File: src/rtl/uart_pkg.sv
// Shared types and constants for the UART transmit FIFO slice.
package uart_pkg;

  typedef enum logic [1:0] {
    IDLE    = 2'd0,
    START   = 2'd1,
    WAIT_HI = 2'd2,
    WAIT_LO = 2'd3
  } tx_state_t;

  localparam logic [7:0] ASCII_CR = 8'h0D;
  localparam logic [7:0] ASCII_LF = 8'h0A;
  localparam int DEPTH_LOG2_DEFAULT = 4;

endpackage

File: src/rtl/sync_fifo.sv
// Byte FIFO with occupancy count; writes while full and pops while empty are ignored.
// The head byte is presented combinationally on rd_data.
module sync_fifo
  import uart_pkg::*;
#(
  parameter int DEPTH_LOG2 = DEPTH_LOG2_DEFAULT
) (
  input  logic                  CLK,
  input  logic                  RESETB,
  input  logic                  wr_en,
  input  logic [7:0]            wr_data,
  input  logic                  rd_en,
  output logic [7:0]            rd_data,
  output logic [DEPTH_LOG2:0]   count,
  output logic                  full,
  output logic                  empty
);

  localparam logic [DEPTH_LOG2:0] DEPTH_CNT = {1'b1, {DEPTH_LOG2{1'b0}}};

  logic [7:0]            mem [2**DEPTH_LOG2];
  logic [DEPTH_LOG2-1:0] wr_ptr;
  logic [DEPTH_LOG2-1:0] rd_ptr;
  logic                  wr_ok;
  logic                  rd_ok;

  assign full    = (count == DEPTH_CNT);
  assign empty   = (count == '0);
  assign wr_ok   = wr_en && !full;
  assign rd_ok   = rd_en && !empty;
  assign rd_data = mem[rd_ptr];

  // Storage is not reset; stale contents are unreachable once the pointers clear.
  always_ff @(posedge CLK) begin
    if (wr_ok) mem[wr_ptr] <= wr_data;
  end

  always_ff @(posedge CLK or negedge RESETB) begin
    if (!RESETB) begin
      wr_ptr <= '0;
      rd_ptr <= '0;
      count  <= '0;
    end else begin
      if (wr_ok) wr_ptr <= wr_ptr + DEPTH_LOG2'(1);
      if (rd_ok) rd_ptr <= rd_ptr + DEPTH_LOG2'(1);
      case ({wr_ok, rd_ok})
        2'b10:   count <= count + (DEPTH_LOG2+1)'(1);
        2'b01:   count <= count - (DEPTH_LOG2+1)'(1);
        default: count <= count;
      endcase
    end
  end

endmodule

File: src/rtl/uart_tx_fifo.sv
// Host-side byte FIFO feeding a UART transmitter through a start/busy handshake.
// Optional macro UART_TX_CRLF_EN expands each LF into CR followed by LF.
//
// state   | meaning
// IDLE    | waiting for a byte and an idle transmitter
// START   | TX_DATA_EN pulse cycle
// WAIT_HI | waiting for TX_BUSY to rise, bounded by WAIT_HI_MAX cycles
// WAIT_LO | transmitter busy, waiting for TX_BUSY to fall
module uart_tx_fifo
  import uart_pkg::*;
#(
  parameter int DEPTH_LOG2  = DEPTH_LOG2_DEFAULT,
  parameter int WAIT_HI_MAX = 4
) (
  input  logic                  CLK,
  input  logic                  RESETB,
  input  logic [7:0]            WR_DATA,
  input  logic                  WR_EN,
  output logic                  FULL,
  output logic                  EMPTY,
  output logic [DEPTH_LOG2:0]   COUNT,
  output logic                  OVF,
  input  logic                  OVF_CLR,
  output logic [7:0]            TX_DATA,
  output logic                  TX_DATA_EN,
  input  logic                  TX_BUSY
);

  localparam int TW = (WAIT_HI_MAX > 2) ? $clog2(WAIT_HI_MAX) : 1;

  tx_state_t       state_q, state_d;
  logic [7:0]      tx_data_q, tx_data_d;
  logic            tx_en_q, tx_en_d;
  logic [TW-1:0]   timer_q, timer_d;
  logic            pop;
  logic [7:0]      head;
  logic            ovf_q;
`ifdef UART_TX_CRLF_EN
  logic            cr_sent_q, cr_sent_d;
`endif

  sync_fifo #(
    .DEPTH_LOG2 (DEPTH_LOG2)
  ) u_fifo (
    .CLK     (CLK),
    .RESETB  (RESETB),
    .wr_en   (WR_EN),
    .wr_data (WR_DATA),
    .rd_en   (pop),
    .rd_data (head),
    .count   (COUNT),
    .full    (FULL),
    .empty   (EMPTY)
  );

  assign TX_DATA    = tx_data_q;
  assign TX_DATA_EN = tx_en_q;
  assign OVF        = ovf_q;

  always_ff @(posedge CLK or negedge RESETB) begin
    if (!RESETB) begin
      state_q   <= IDLE;
      tx_data_q <= 8'h00;
      tx_en_q   <= 1'b0;
      timer_q   <= '0;
`ifdef UART_TX_CRLF_EN
      cr_sent_q <= 1'b0;
`endif
    end else begin
      state_q   <= state_d;
      tx_data_q <= tx_data_d;
      tx_en_q   <= tx_en_d;
      timer_q   <= timer_d;
`ifdef UART_TX_CRLF_EN
      cr_sent_q <= cr_sent_d;
`endif
    end
  end

  always_comb begin
    state_d   = state_q;
    tx_data_d = tx_data_q;
    tx_en_d   = 1'b0;
    timer_d   = timer_q;
    pop       = 1'b0;
`ifdef UART_TX_CRLF_EN
    cr_sent_d = cr_sent_q;
`endif
    case (state_q)
      IDLE: begin
        if (!EMPTY && !TX_BUSY) begin
`ifdef UART_TX_CRLF_EN
          // CR goes out first with the LF left at the head of the FIFO.
          if (head == ASCII_LF && !cr_sent_q) begin
            tx_data_d = ASCII_CR;
            cr_sent_d = 1'b1;
          end else begin
            pop       = 1'b1;
            tx_data_d = head;
            cr_sent_d = 1'b0;
          end
`else
          pop       = 1'b1;
          tx_data_d = head;
`endif
          tx_en_d = 1'b1;
          state_d = START;
        end
      end
      START: begin
        timer_d = TW'(WAIT_HI_MAX - 1);
        state_d = WAIT_HI;
      end
      WAIT_HI: begin
        if (TX_BUSY)              state_d = WAIT_LO;
        else if (timer_q == '0)   state_d = IDLE;
        else                      timer_d = timer_q - TW'(1);
      end
      WAIT_LO: begin
        if (!TX_BUSY) state_d = IDLE;
      end
      default: state_d = IDLE;
    endcase
  end

  // A dropped write wins over a simultaneous clear.
  always_ff @(posedge CLK or negedge RESETB) begin
    if (!RESETB)            ovf_q <= 1'b0;
    else if (WR_EN && FULL) ovf_q <= 1'b1;
    else if (OVF_CLR)       ovf_q <= 1'b0;
  end

endmodule

File: config.mk
export PLATFORM = sky130hd
export DESIGN_NAME = uart_tx_fifo
export DESIGN_NICKNAME = d
export VERILOG_FILES = /design/src/rtl/uart_pkg.sv /design/src/rtl/sync_fifo.sv /design/src/rtl/uart_tx_fifo.sv
export SDC_FILE = /design/constraint.sdc
export NUM_CORES = 1
export LEC_CHECK = 0
export ABC_AREA = 1
export CAP_MARGIN = 20
export CORE_MARGIN = 2
export CORE_UTILIZATION = 55
export DETAILED_ROUTE_END_ITERATION = 16
export HOLD_SLACK_MARGIN = 0.08
export PLACE_DENSITY = 0.73
export SLEW_MARGIN = 30
export SYNTH_ARGS = -nofsm -noshare
export SYNTH_HDL_FRONTEND = slang
export SYNTH_SLANG_ARGS = --single-unit
File: constraint.sdc
create_clock -name CLK -period 6.01 [get_ports CLK]
set_input_delay 1.202 -clock CLK [delete_from_list [all_inputs] [get_ports CLK]]
set_output_delay 1.202 -clock CLK [all_outputs]
set_load 0.1 [all_outputs]
==> impl_metrics.tcl <==
set metrics [dict create \
    netlist_instances 687 \
    gr-usage-all-layers_pct 23.30 \
    cts_hold_buf 0 \
    maxCapViolCount 0 \
    grt_pass1_vias 4539 \
    syn_to_final_growth_pct 14.33 \
    async_reset_ff_share_pct 17.42 \
    clk_pin_slew_ps 60 \
    synth_edf_count 128 \
    dieArea_sq_mm 0.01357 \
    die_w_microns 116.5 \
    cp-end-kind "output pin" \
    synth_area_sq_mm 0.006959 \
    synth_most_common_cell "nand2_1" \
    cp_max_fo 5 \
    reg2reg_slack_ps 3140 \
    setup_tns_ps 0 \
    grtUsageMet1_pct 29.40 \
    leakagePower_nw 3.522 \
    placementRows 41 \
    synthFlopType "edfxtp_1" \
    rsz0062_at_grt "false" \
    synth_seq_cells 155 \
    status "finished, final reports clean" \
    synth_area_leader_cell "edfxtp_1" \
    antenna_found_initial 0 \
    core-area_sq_mm 0.01247 \
    gp_congestion 0.8563 \
    drt_iter0_drc 410 \
    utilization_pct 63.83 \
    seqPwrFrac_pct 35.8 \
    total_power_mw 4.019 \
    vdd_drop_max_mv 0.2615 \
    setup_viol 0 \
    start_kind "flop" \
    initial_core_util_pct 55.83 \
    num_antenna_cells 0 \
    clk_path_buf_depth 2 \
    grt-busiest-layer "met2" \
    crit_path_start "u_fifo.count[1]" \
    yosysWarnings 0 \
    worstSkewPairLatency_ps 420 \
    r2r_cells 14 \
    grtUsageMet3_pct 5.086 \
    antenna_left 0 \
    top_level_ports 30 \
    power_density_mw_per_mm2 505.1 \
    p_clk_share_pct 26.6 \
    pre_cts_slack_ps 2079 \
    dp_hpwl_microns 8960 \
    setup_ws_ps 2415 \
    fin_crit_sh_pct 59.82 \
    die_h_microns 116.5 \
    fin_skew_ps 6.640 \
    postCtsSetupRepairBufs 0 \
    post-route-min-period_ps 3595 \
    timing.rr.start "u_fifo.count[0]" \
    worst_ep_required_time_ps 4810 \
    totalWireLength_microns 14400 \
    worstHoldStart "TX_DATA[6]" \
    vias 4654 \
    reg2reg_to "u_fifo.count[4]" \
    grtUsageMet2_pct 38.99 \
    drcViolationCount 0 \
    drive_above_1_share_pct 7.377 \
    yosys-top-cells-area "edfxtp_1, nand2_1, dfrtp_1" \
    p_int_mw 2.389 \
    cts_root_buf "clkbuf_16" \
    finalMaxSlewViolations 0 \
    multi_input_area_sq_mm 0.001762 \
    drtPass1Iterations 5 \
    syn_avg_cell_area_sq_um 10.13 \
    min_path_type "reg2reg" \
    grt_pass1_wl_microns 22970 \
    whs_path_depth 2 \
    max_freq_mhz 278.1 \
    cts_tree "yes" \
    numPortBuffers 29 \
    synth_top_cells_by_count "nand2_1, edfxtp_1, inv_1" \
    post_cts_resized 0 \
    hold_violations 0 \
    vias_per_cell 5.148 \
    fillers 986 \
    grt_max_degree 67 \
    combPwrFrac_pct 37.6 \
    synth-seq-area-share_pct 64.94 \
    slew_headroom_pct 34.66 \
    switching_share_pct 40.55 \
    num-nets-final 743 \
    path_class "reg2out" \
    syn_nets 711 \
    cts.sinks 155 \
    grt_overflow 0 \
    yosysUniqueCellTypes 26 \
    crit_end "EMPTY" \
    synth_top_area_share_pct 55.23 \
    ff_latch_area_sq_mm 0.004521 \
    tightest_slew_ps 977.0 \
    wl_per_cell_microns 15.92 \
    p_sw_mw 1.630 \
    htreeDepth 4 \
    cts_buffers 17 \
    cp.arrival_ps 2390 \
]
==> state kept, by name (all words and copies together) (netlist names) <==
register,flops
TX_DATA_EN,1
u_fifo.count,5
u_fifo.wr_ptr,4
OVF,1
state_q,2
timer_q,2
TX_DATA,8
u_fifo.mem,128
u_fifo.rd_ptr,4
==> logic make-up after synthesis <==
group                      after synthesis  synth area share [%]
and+or+nand+nor                        340                 20.62
buffers and inverters                  156                 9.961
DFF                                    155                 64.94
AOI/OAI and AO/OA                       16                 1.258
adders and majority gates               11                 2.086
xor gates and xnor gates                 9                 1.133
==> power groups by stage <==
stage / logic [mW] / registers, mW / clock network, mW
floorplan: 0.908 / 1.71 / 0
global placement: 1.45 / 1.45 / 0
detailed placement: 1.50 / 1.46 / 0
CTS: 1.51 / 1.44 / 1.08
global route: 1.66 / 1.45 / 1.13
finish: 1.51 / 1.44 / 1.07
==> layout by cell type, fill, tap and decap left out <==
| cell | instances |
|---|---|
| clkinv_1 | 2 |
| clkinv_2 | 5 |
| fa_1 | 1 |
| o21ai_1 | 1 |
| inv_4 | 1 |
| ha_1 | 10 |
| or2_2 | 1 |
| inv_6 | 3 |
| bufinv_16 | 3 |
| nand4_1 | 2 |
| o21bai_1 | 1 |
| nor2_1 | 10 |
| clkinv_4 | 2 |
| clkdlybuf4s50_1 | 29 |
| edfxtp_1 | 128 |
| nand3_1 | 99 |
| inv_2 | 2 |
| buf_4 | 12 |
| nand2_1 | 212 |
| nand2_2 | 2 |
| nor3_2 | 4 |
| inv_1 | 124 |
| clkinvlp_4 | 1 |
| xor2_1 | 7 |
| o21ai_0 | 8 |
| clkbuf_16 | 17 |
| xnor2_1 | 2 |
| a22oi_1 | 1 |
| dfrtp_2 | 1 |
| dfrtp_1 | 26 |
| nor3_1 | 10 |
| a31oi_1 | 2 |
| a21oi_1 | 3 |
==> worst min path at each step <==
stage / slack (ps) / end
2_1_floorplan: 490 / state_q[1]
3_5_place_dp: 470 / TX_DATA[6]
3_3_place_gp: 480 / TX_DATA[7]
6_report: 480 / TX_DATA[6]
5_1_grt: 520 / TX_DATA[2]
4_1_cts: 490 / TX_DATA[6]
==> layer usage <==
metal	share of wire [%]	wire, microns
met1	42	6035
met5	0	0
met2	49	7116
met4	2.7	385
met3	6.0	858
==> stage by stage <==
stage	hold slack, ps	cell area [sq um]	cells
2_1_floorplan	486.3	6959	687
3_3_place_gp	481.9	7343	872
3_5_place_dp	474.9	7356	872
5_1_grt	524.5	7956	904
6_report	484.7	7956	904
4_1_cts	491.6	7951	904
==> worst max-delay path, stage by stage (launching register included) <==
cell and delay (ps):
dfrtp_1 420, nor2_1 160, nand4_1 170, inv_1 90
clkdlybuf4s50_1 1130
==> cell type report <==
| class | count | area share, % |
|---|---|---|
| clock buffers | 17 | 5.347 |
| clock inverters | 15 | 2.139 |
| inverters | 128 | 6.070 |
| multi-input cells | 376 | 22.14 |
| flip-flops and latches | 155 | 56.82 |
| well taps | 172 | 2.705 |
| repair buffers | 41 | 4.781 |
Note: power is estimated with default switching activity, not from simulation.
==> RTL change 1: new RTL, same flow settings <==
Change the package constant `DEPTH_LOG2_DEFAULT` from 4 to 3.
--- a/src/rtl/uart_pkg.sv
+++ b/src/rtl/uart_pkg.sv
@@ -12,3 +12,3 @@
   localparam logic [7:0] ASCII_LF = 8'h0A;
-  localparam int DEPTH_LOG2_DEFAULT = 4;
+  localparam int DEPTH_LOG2_DEFAULT = 3;
 
Ports: changed (resized COUNT); port bits go from 30 to 29. The function was not compared with the original's and may differ.
==> RTL change 1 against the unedited design <==
Power down 40%. Global-route usage down 2.2 points. Synthesized area down 42%. Maximum frequency down 0.18%. Non-clock buffer count down 7. Routed wire length down 45%. First-iteration DRC count down 65%. Cell area down 42%. Worst hold slack better by 0.0046 ns. Setup slack worse by 0.0065 ns. Die area down 41%. Sequential cell count down 67. Critical path type unchanged.
==> RTL change 1: results (changes against the unedited design) <==
stage;metric;value;unit;change
drt;drt-pass1-iter-count;4;;was 5
drt;drt_wl_total;7935;um;was 14400 um
outcome;outcome;completed;;unchanged
clocking;htreeDepth;3;;was 4
final_layout;largest_reg_flops;64;;was 128
grt;first_global_vias;2733;;was 4539
worst_hold_path;min_to;TX_DATA[7];;was TX_DATA[6]
grt;grt_use_met2;0.3220;;was 0.3899
sta;timing.hold.ws;0.4893;ns;was 0.4847 ns
grt;grt_pass1_wl;13170;um;was 22970 um
placed_design;gp_congestion;0.9100;;was 0.8563
final_layout;fillCellCount;552;;was 986
final_layout;final_nets;450;;was 743
drt;vias;2714;;was 4654
placed_design;dpl_cell_area;4403;um2;was 7356 um2
sta;tightest_slew;0.9876;ns;was 0.9770 ns
grt;grt.met3_usage;0.04862;;was 0.05086
grt;use_met1;0.2841;;was 0.2940
worst_setup_path;r2r_cells;11;;was 14
drt;wl_met1;3636;um;was 6035 um
synthesis;ys_async_sr_fraction;0.2727;;was 0.1742
synthesis;synth_area_leaders;edfxtp_1, dfrtp_1, nand2_1, inv_1, nand3_1;;was edfxtp_1, nand2_1, dfrtp_1, nand3_1, inv_1
final_layout;drive_gt1_frac;0.1172;;was 0.07377
placed_design;placedCellCount;518;;was 872
drt;vias_per_cell;5.082;;was 5.148
worst_setup_path;rrSetupSlack;3.59;ns;was 3.14 ns
pwr;irDropWorstVdd;0.2346;mV;was 0.2615 mV
clocking;clockRootBuffer;clkbuf_8;;was clkbuf_16
clocking;clk_pin_slew;0.08;ns;was 0.06 ns
synthesis;syn-num-nets;419;;was 711
placed_design;hpwl;5076;um;was 8960 um
drt;wl_met2;3603;um;was 7116 um
clocking;cts_buffers;9;;was 17
synthesis;synth_common_cells;nand2_1, edfxtp_1, inv_1, nand3_1, dfrtp_1;;unchanged
placed_design;dp_worst_setup_slack;2.397;ns;was 2.079 ns
drt;dr_wl_met3;389;um;was 858 um
synthesis;ys_seq_area_frac;0.6224;;was 0.6494
synthesis;synth_cells;399;;was 687
[RTL change 1: changes by cell type in the layout (fill, tap and decap cells not counted), sizes merged, moves of 4 or more]
| cell | before | now |
|---|---|---|
| clkinv | 9 | 3 |
| nand2 | 214 | 126 |
| ha | 10 | 6 |
| edfxtp | 128 | 64 |
| buf | 12 | 6 |
| inv | 130 | 70 |
| nand3 | 99 | 56 |
| nor3 | 14 | 8 |
[RTL change 1: where the power goes]
part / switching [mW] / total (mW) / internal, mW
logic: 0.837 / 1.15 / 0.311
clock network: 0.197 / 0.371 / 0.174
registers: 0.112 / 0.909 / 0.797
[RTL change 1: area by class of cell]
class                   count  area share
inverters                  71     0.05967
repair buffers             34     0.07084
flip-flops and latches     88      0.5493
well taps                  99     0.02698
clock inverters             2    0.002997
multi-input cells         226      0.2548
clock buffers              14     0.03542
[RTL change 1: logic make-up (layout without fill, tap and decap cells)]
group | count (synthesis) | after routing | share of synthesized area
adders and majority gates | 7 | 7 | 0.02346
DFF | 88 | 88 | 0.6224
AOI/OAI and AO/OA | 10 | 10 | 0.01420
xor gates and xnor gates | 5 | 5 | 0.01266
buffers and inverters | 85 | 121 | 0.09694
and+or+nand+nor | 204 | 204 | 0.2303
[RTL change 1: how the worst max path moves through the flow]
stage / start / end / slack [ns] / cells after the start
5_1_grt: u_fifo.count[1] / FULL / 2.30 / 4
2_1_floorplan: u_fifo.count[3] / FULL / 2.90 / 4
3_5_place_dp: TX_BUSY / u_fifo.count[3] / 2.40 / 11
3_3_place_gp: TX_BUSY / u_fifo.count[3] / 2.49 / 11
4_1_cts: u_fifo.count[1] / FULL / 2.39 / 4
6_report: u_fifo.count[1] / FULL / 2.41 / 4
[RTL change 1: tightest hold or removal path, stage by stage (launching register included)]
cell	delay (ns)
dfrtp_1	0.35
nand2_1	0.05
nand2_1	0.05
==> RTL change 2: new RTL, same settings <==
Made on the original files. Register the output `COUNT`, with the module's reset; this adds one clock of latency there. The other outputs are not delayed to match.
--- a/src/rtl/uart_tx_fifo.sv
+++ b/src/rtl/uart_tx_fifo.sv
@@ -30,2 +30,4 @@
 
+  logic [DEPTH_LOG2:0] COUNT_d;
+
   tx_state_t       state_q, state_d;
@@ -50,3 +52,3 @@
     .rd_data (head),
-    .count   (COUNT),
+    .count   (COUNT_d),
     .full    (FULL),
@@ -132,2 +134,10 @@
 
+  always_ff @(posedge CLK or negedge RESETB) begin
+    if (!RESETB) begin
+      COUNT <= '0;
+    end else begin
+      COUNT <= COUNT_d;
+    end
+  end
+
 endmodule
Check against the original RTL: not equivalent (a bounded check fails within 4 cycles, from zero or initial values and one cycle with RESETB low).
==> RTL change 2 against the unedited design <==
Synthesized cell count up 0.73%. Routed wire length up 4.6%. Cell area up 1.1%. Via count up 2.4%. Power up 0.68%. Clock skew up 0.0018 ns. Sequential power up 3%. Setup slack worse by 0.063 ns. Cell count up 0.11%. First-iteration DRC count up 13%. Sequential cell count up 5. Worst hold slack worse by 0.057 ns. Synthesized area up 1.8%.
==> RTL change 2: results (changes against the unedited design) <==
stage;metric;value;unit;change
synthesis;synth_compound_area_frac;0.01237;;was 0.01259
final_layout;drive_gt1_frac;0.06958;;was 0.07377
drt;drt_wl_total;15050;um;was 14400 um
worst_hold_path;min-delay-start;u_fifo.count[2];;was TX_DATA[6]
worst_setup_path;cp.arrival;2.46;ns;was 2.39 ns
synthesis;ys_async_sr_fraction;0.2000;;was 0.1742
grt;grt.met3_usage;0.05233;;was 0.05086
placed_design;gp_congestion;0.9155;;was 0.8563
pwr;irDropWorstVdd;0.2927;mV;was 0.2615 mV
synthesis;synth_area_leaders;edfxtp_1, dfrtp_1, nand2_1, nand3_1, inv_1;;was edfxtp_1, nand2_1, dfrtp_1, nand3_1, inv_1
drt;vias;4767;;was 4654
pwr;leakage;3.552;nW;was 3.522 nW
pwr;power_frac_comb;0.378;;was 0.376
grt;grt_use_met2;0.3849;;was 0.3899
synthesis;synth.distinct_cells;27;;was 26
synthesis;synth-adder-area-share;0.02049;;was 0.02086
final_layout;fillCellCount;1009;;was 986
placed_design;dp_worst_setup_slack;2.058;ns;was 2.079 ns
sta;timing.slew.headroom;0.3398;;was 0.3466
drt;wl_met1;6157;um;was 6035 um
final_layout;final-instance-count-excl-fill;905;;was 904
grt;antenna_found_initial;0;;unchanged
pwr;switching_share;0.4062;;was 0.4055
placed_design;dpl_cell_area;7476;um2;was 7356 um2
drt;drt-pass1-iter-count;7;;was 5
synthesis;ys_seq_area_frac;0.6558;;was 0.6494
placed_design;hpwl;9393;um;was 8960 um
final_layout;final_nets;744;;was 743
outcome;outcome;completed;;unchanged
drt;dr_wl_met3;834;um;was 858 um
placed_design;placedCellCount;873;;was 872
synthesis;syn-num-nets;716;;was 711
grt;grt_pass1_wl;24560;um;was 22970 um
grt;grt_use_total;0.2336;;was 0.2330
worst_hold_path;hold_depth;0;;was 2
drt;wl_met2;7608;um;was 7116 um
grt;use_met1;0.2959;;was 0.2940
drt;drtIter0Drc;463;;was 410
sta;timing.hold.ws;0.4279;ns;was 0.4847 ns
[RTL change 2: cell count changes after synthesis, sizes merged]
| cell | delta |
|---|---|
| dfrtp | +5 |
| buf | -1 |
| clkbuf | +1 |
[RTL change 2: power groups by stage]
stage	Combinational [mW]	Sequential, mW	Clock, mW
after floorplan	0.905	1.77	0
after global placement	1.47	1.50	0
after detailed placement	1.52	1.51	0
after CTS	1.54	1.49	1.04
after global routing	1.68	1.51	1.08
final	1.53	1.49	1.02
[RTL change 2: area by class of cell]
class / count / area [um2] / area share
inverter: 128 / 483.0 / 0.06001
clock inverter: 5 / 25.02 / 0.003109
clock buffer: 27 / 546.8 / 0.06794
sequential: 160 / 4646 / 0.5773
timing repair buffer: 37 / 350.3 / 0.04353
tap: 172 / 215.2 / 0.02674
multi-input combinational: 376 / 1782 / 0.2214
